### src/rtl/pc_ctrl.sv
// Program-counter control: boot hold, branch-mispredict recovery, halt/resume,
// shared-SRAM wait and load-use stalls, plus a saturating stall statistic.
module pc_ctrl #(
  parameter int unsigned BOOT_WAIT = 4
) (
  input  logic        clk,
  input  logic        rst,
  input  logic [15:0] pc,
  input  logic        load_use,
  input  logic        mem_req,
  input  logic        mem_done,
  input  logic        ex_br_valid,
  input  logic        ex_taken,
  input  logic        ex_pred_taken,
  input  logic [15:0] ex_target,
  input  logic [15:0] ex_pc,
  input  logic        ex_halt,
  input  logic        resume,
  output logic [15:0] pc_next,
  output logic        pc_keep,
  output logic        error,
  output logic        flush_ifid,
  output logic        flush_idex,
  output logic        bubble_idex,
  output logic [1:0]  state,
  output logic [15:0] stall_cnt
);

  typedef enum logic [1:0] {
    StBoot    = 2'd0,
    StRun     = 2'd1,
    StMemWait = 2'd2,
    StHalt    = 2'd3
  } state_e;

  localparam logic [7:0] BootLast = 8'(BOOT_WAIT - 1);

  state_e      state_q, state_d;
  logic [7:0]  boot_cnt_q, boot_cnt_d;
  logic [15:0] stall_cnt_q, stall_cnt_d;
  logic [15:0] pc_inc;
  logic        mispredict;

  assign pc_inc     = pc + 16'd1;
  assign mispredict = ex_br_valid & (ex_taken ^ ex_pred_taken);

  always_comb begin
    state_d     = state_q;
    boot_cnt_d  = boot_cnt_q;
    pc_next     = pc_inc;
    pc_keep     = 1'b1;
    error       = 1'b0;
    flush_ifid  = 1'b0;
    flush_idex  = 1'b0;
    bubble_idex = 1'b0;
    unique case (state_q)
      StBoot: begin
        if (boot_cnt_q == BootLast) state_d = StRun;
        else                        boot_cnt_d = boot_cnt_q + 8'd1;
      end
      StRun: begin
        if (mispredict) begin
          error      = 1'b1;
          pc_keep    = 1'b0;
          flush_ifid = 1'b1;
          flush_idex = 1'b1;
          pc_next    = ex_taken ? ex_target : ex_pc + 16'd1;
        end else if (ex_halt) begin
          flush_ifid = 1'b1;
          state_d    = StHalt;
        end else if (mem_req) begin
          flush_ifid = 1'b1;
          state_d    = StMemWait;
        end else if (load_use) begin
          bubble_idex = 1'b1;
        end else begin
          pc_keep = 1'b0;
        end
      end
      StMemWait: begin
        if (mem_done) begin
          pc_keep = 1'b0;
          state_d = StRun;
        end else begin
          flush_ifid = 1'b1;
        end
      end
      StHalt: begin
        if (resume) begin
          pc_keep = 1'b0;
          state_d = StRun;
        end else begin
          flush_ifid = 1'b1;
        end
      end
    endcase
  end

  // Saturating count of edges on which the PC was held outside of boot.
  always_comb begin
    stall_cnt_d = stall_cnt_q;
    if (pc_keep && (state_q != StBoot) && (stall_cnt_q != 16'hFFFF)) begin
      stall_cnt_d = stall_cnt_q + 16'd1;
    end
  end

  always_ff @(posedge clk or negedge rst) begin
    if (!rst) begin
      state_q     <= StBoot;
      boot_cnt_q  <= 8'd0;
      stall_cnt_q <= 16'd0;
    end else begin
      state_q     <= state_d;
      boot_cnt_q  <= boot_cnt_d;
      stall_cnt_q <= stall_cnt_d;
    end
  end

  assign state     = state_q;
  assign stall_cnt = stall_cnt_q;

endmodule

### config.mk
export PLATFORM = sky130hd
export DESIGN_NAME = pc_ctrl
export DESIGN_NICKNAME = d
export VERILOG_FILES = /design/src/rtl/pc_ctrl.sv
export SDC_FILE = /design/constraint.sdc
export NUM_CORES = 1
export LEC_CHECK = 0
export ABC_AREA = 1
export CELL_PAD_IN_SITES_DETAIL_PLACEMENT = 0
export CELL_PAD_IN_SITES_GLOBAL_PLACEMENT = 1
export CORE_UTILIZATION = 40
export DETAILED_ROUTE_END_ITERATION = 7
export DONT_BUFFER_PORTS = 1
export PLACE_DENSITY_LB_ADDON = 0.1
export SETUP_SLACK_MARGIN = 0.2
export SYNTH_ARGS = -nofsm -noshare
export SYNTH_HDL_FRONTEND = slang
export SYNTH_SLANG_ARGS = --single-unit
### constraint.sdc
create_clock -name clk -period 2 [get_ports clk]
set_input_delay 0.3 -clock clk [delete_from_list [all_inputs] [get_ports clk]]
set_output_delay 0.3 -clock clk [all_outputs]
set_load 0.005 [all_outputs]
==> qor.yml <==
outcome:
  status: "completed"
floorplanning:
  die-area_um2: 6660
  start_util_pct: 42.1
  boundaryPins: 97
  die_h_um: 81.6
  die_x_um: 81.6
  core_area_um2: 6030
  placement_rows: 28
critical_path:
  worst-setup-path-type: "reg2out"
  reg2reg_slack_ns: 0.41
  timing.critical_path.arrival_ns: 1.53
  cp-end-kind: "output pin"
  cp_slowest_cell: "dfrtp_2"
  cpPeakStageDelay_ns: 0.46
  critical_path_required_ns: 1.70
  worstPathCellList: "inv_4, nand2_4, nor2_4, buf_12, buf_6, o21ai_0, o21ai_1"
  worst_r2r_path_depth: 11
  setup_crit_start_kind: "register"
  worst-path-max-fanout: 6
layout:
  finalNetCount: 500
  antenna_cells: 0
  mostFrequentLayoutCells: "141 x nand2_1, 53 x nor2_1, 49 x inv_1, 36 x nand3_1, 24 x dfrtp_1"
  area_growth_pct: 18.3
  final_layout_size_suffix_gt1_share_pct: 13.0
  layout_commonest_cell: "nand2_1"
pwr:
  vdd_ir_drop_max_uv: 562
  leakage_uw: 0.00146
  p_total_uw: 2550
  power_density_nw_per_um2: 848
clock_tree:
  worst_setup_hold_path_clk_slew_ns: 0.10
  number_of_buffers_on_the_longest_clock_path: 2
  worstSkewPairLatency_ns: 0.27
  cts_tree: "done"
  numCtsBuffers: 3
  h_tree_lvl_count: 1
  cts_root_buf: "clkbuf_8"
  cts.sinks: 26
timing:
  achievable-frequency_mhz: 548
  setup_total_negative_slack_ns: 0
  timing.final.max_slew_violations: 0
  finalSetupViolations: 0
  slew-limit-headroom_pct: 76.1
  post-route-period-util_pct: 91.3
  timing.clock.skew_ns: 0.00353
  worstMarginPinSlew_ns: 0.355
  grt_setup_unrepaired: "yes"
  period_minus_ws_final_ns: 1.83
  final-hold-violation-count: 0
yosys:
  netlist_instances: 426
  asyncSetResetFlopFracSynth_pct: 100
  dominant_combinational_cell_family_by_area_after_synthesis: "simple AND/OR/NAND/NOR gates"
  synth.area.mux_share_pct: 0
  synth_area_per_cell_um2: 5.95
  synth_seq_cells: 26
  synth.net_count: 488
  fraction_of_the_mapped_netlist_area_in_compound_gates_pct: 8.88
  synth.lib_cells_used.distinct: 31
  yosys.area_share.xor_xnor_pct: 9.67
  yosys_most_used_dff: "dfrtp_1"
  ys_warn_count: 0
  synth-adder-area-share_pct: 1.97
  post_syn_area_um2: 2540
  synth-simple-area-share_pct: 44.0
  ys_seq_area_share_pct: 25.7
  number_of_synthesized_flops_with_an_enable_pin: 0
worst_hold_path:
  path_type_of_the_worst_min_delay_path: "in2reg"
  worst_hold_path.num_cells: 4
flow_run:
  cap_viol_max_count: 0
routing:
  route.detailed.vias_per_inst: 5.20
  number_of_remaining_drc_errors: 0
  detailroute.via_count: 2664
  detail_route.wl_per_cell_um: 14.1
  postRouteWirelength_um: 7210
  drt_pass1_iterations: 4
  initialDrtViolationCount: 59
  drt.antenna.violating_nets: 0
grt:
  grt_max_degree: 27
  first_pass_grt_wire_length_um: 11400
  globalRouteOverflowTotal: 0
  initial_antenna_violation_count: 0
  grt_use_total_pct: 21.9
  first_global_vias: 2494
placed_design:
  globalplace.congestion: 0.844
  dp.final_hpwl_um: 5620
  port-buffer-count: 0
per-layer routing:
layer | GRT usage, % | share of wire, % | vias up
met5 | 0 | 0 | -
met4 | 6.32 | 1.9 | 0
met3 | 5.11 | 6.5 | 12
met2 | 40.0 | 50 | 87
met1 | 25.1 | 42 | 1199
li1 | - | - | 1366
worst paths after layout:
| check | start | endpoint |
|---|---|---|
| min | mem_done | state[0] |
| max reg2reg | state[1] | stall_cnt[6] |
| max in group asynchronous | rst | state[0] |
| min in group asynchronous | rst | boot_cnt_q[4] |
| min reg2reg | boot_cnt_q[1] | boot_cnt_q[1] |
| max | state[1] | pc_next[5] |
metrics by stage:
stage               hold WS [ns]  setup slack (ns)  utilization, %  std cells  area (um^2)
CTS                        0.262             0.172            48.3        511         2910
finish                     0.261             0.175            49.8        512         3000
global route               0.273             0.114            49.8        512         3000
detailed placement       0.00513             0.248            43.9        498         2640
global placement         0.00509             0.278            43.9        498         2640
floorplan                0.00441             0.448               -        426         2540
synth_stat cells, drive strengths merged (4+ instances only):
library cell / count / area, um^2
dfrtp: 26 / 651
xor2: 15 / 131
xnor2: 13 / 114
nand3: 38 / 200
inv: 52 / 195
a21oi: 13 / 65.1
nand2: 146 / 558
nor2: 62 / 245
nand4: 8 / 50.1
ha: 4 / 50.1
o21ai: 23 / 115
buf: 7 / 46.3
nor3: 7 / 35.0
cells by family after synthesis:
| family | count (synthesis) |
|---|---|
| adders and majority gates | 4 |
| and+or+nand+nor | 265 |
| buffers and inverters | 61 |
| DFF | 26 |
| AOI/OAI and AO/OA | 42 |
| xor gates and xnor gates | 28 |
registers in the layout, indices dropped and copies added, names as in the netlist:
signal,cells
boot_cnt_q,8
state,2
stall_cnt,16
cell type report:
class / count / area (um^2)
fill: 649 / 3030
clock buffer: 3 / 41.3
timing repair buffer: 15 / 214
inverter: 53 / 213
sequential: 26 / 653
multi-input combinational: 339 / 1760
clock inverter: 1 / 30.0
tap: 75 / 93.8
worst max-delay path: cells and delay by family (launching register included):
family / cells / cell delay [ns]
buf+inv: 3 / 0.33
flops: 1 / 0.46
compound gates: 2 / 0.29
simple gates: 2 / 0.17
repair_timing:
item,4_1_cts,5_1_grt
cloned,2,0
buffers inserted,5,1
endpoints found under the hold margin,26,0
gates resized for setup,24,23
pin swaps,3,2
hold buffers,2,0
setup endpoints to repair,18,24
where the power goes:
part | switching (uW) | internal, uW | leakage (uW)
Clock | 181 | 268 | 0.0000357
Sequential | 152 | 646 | 0.000344
Combinational | 748 | 550 | 0.00108
(Power assumes the default switching activity.)
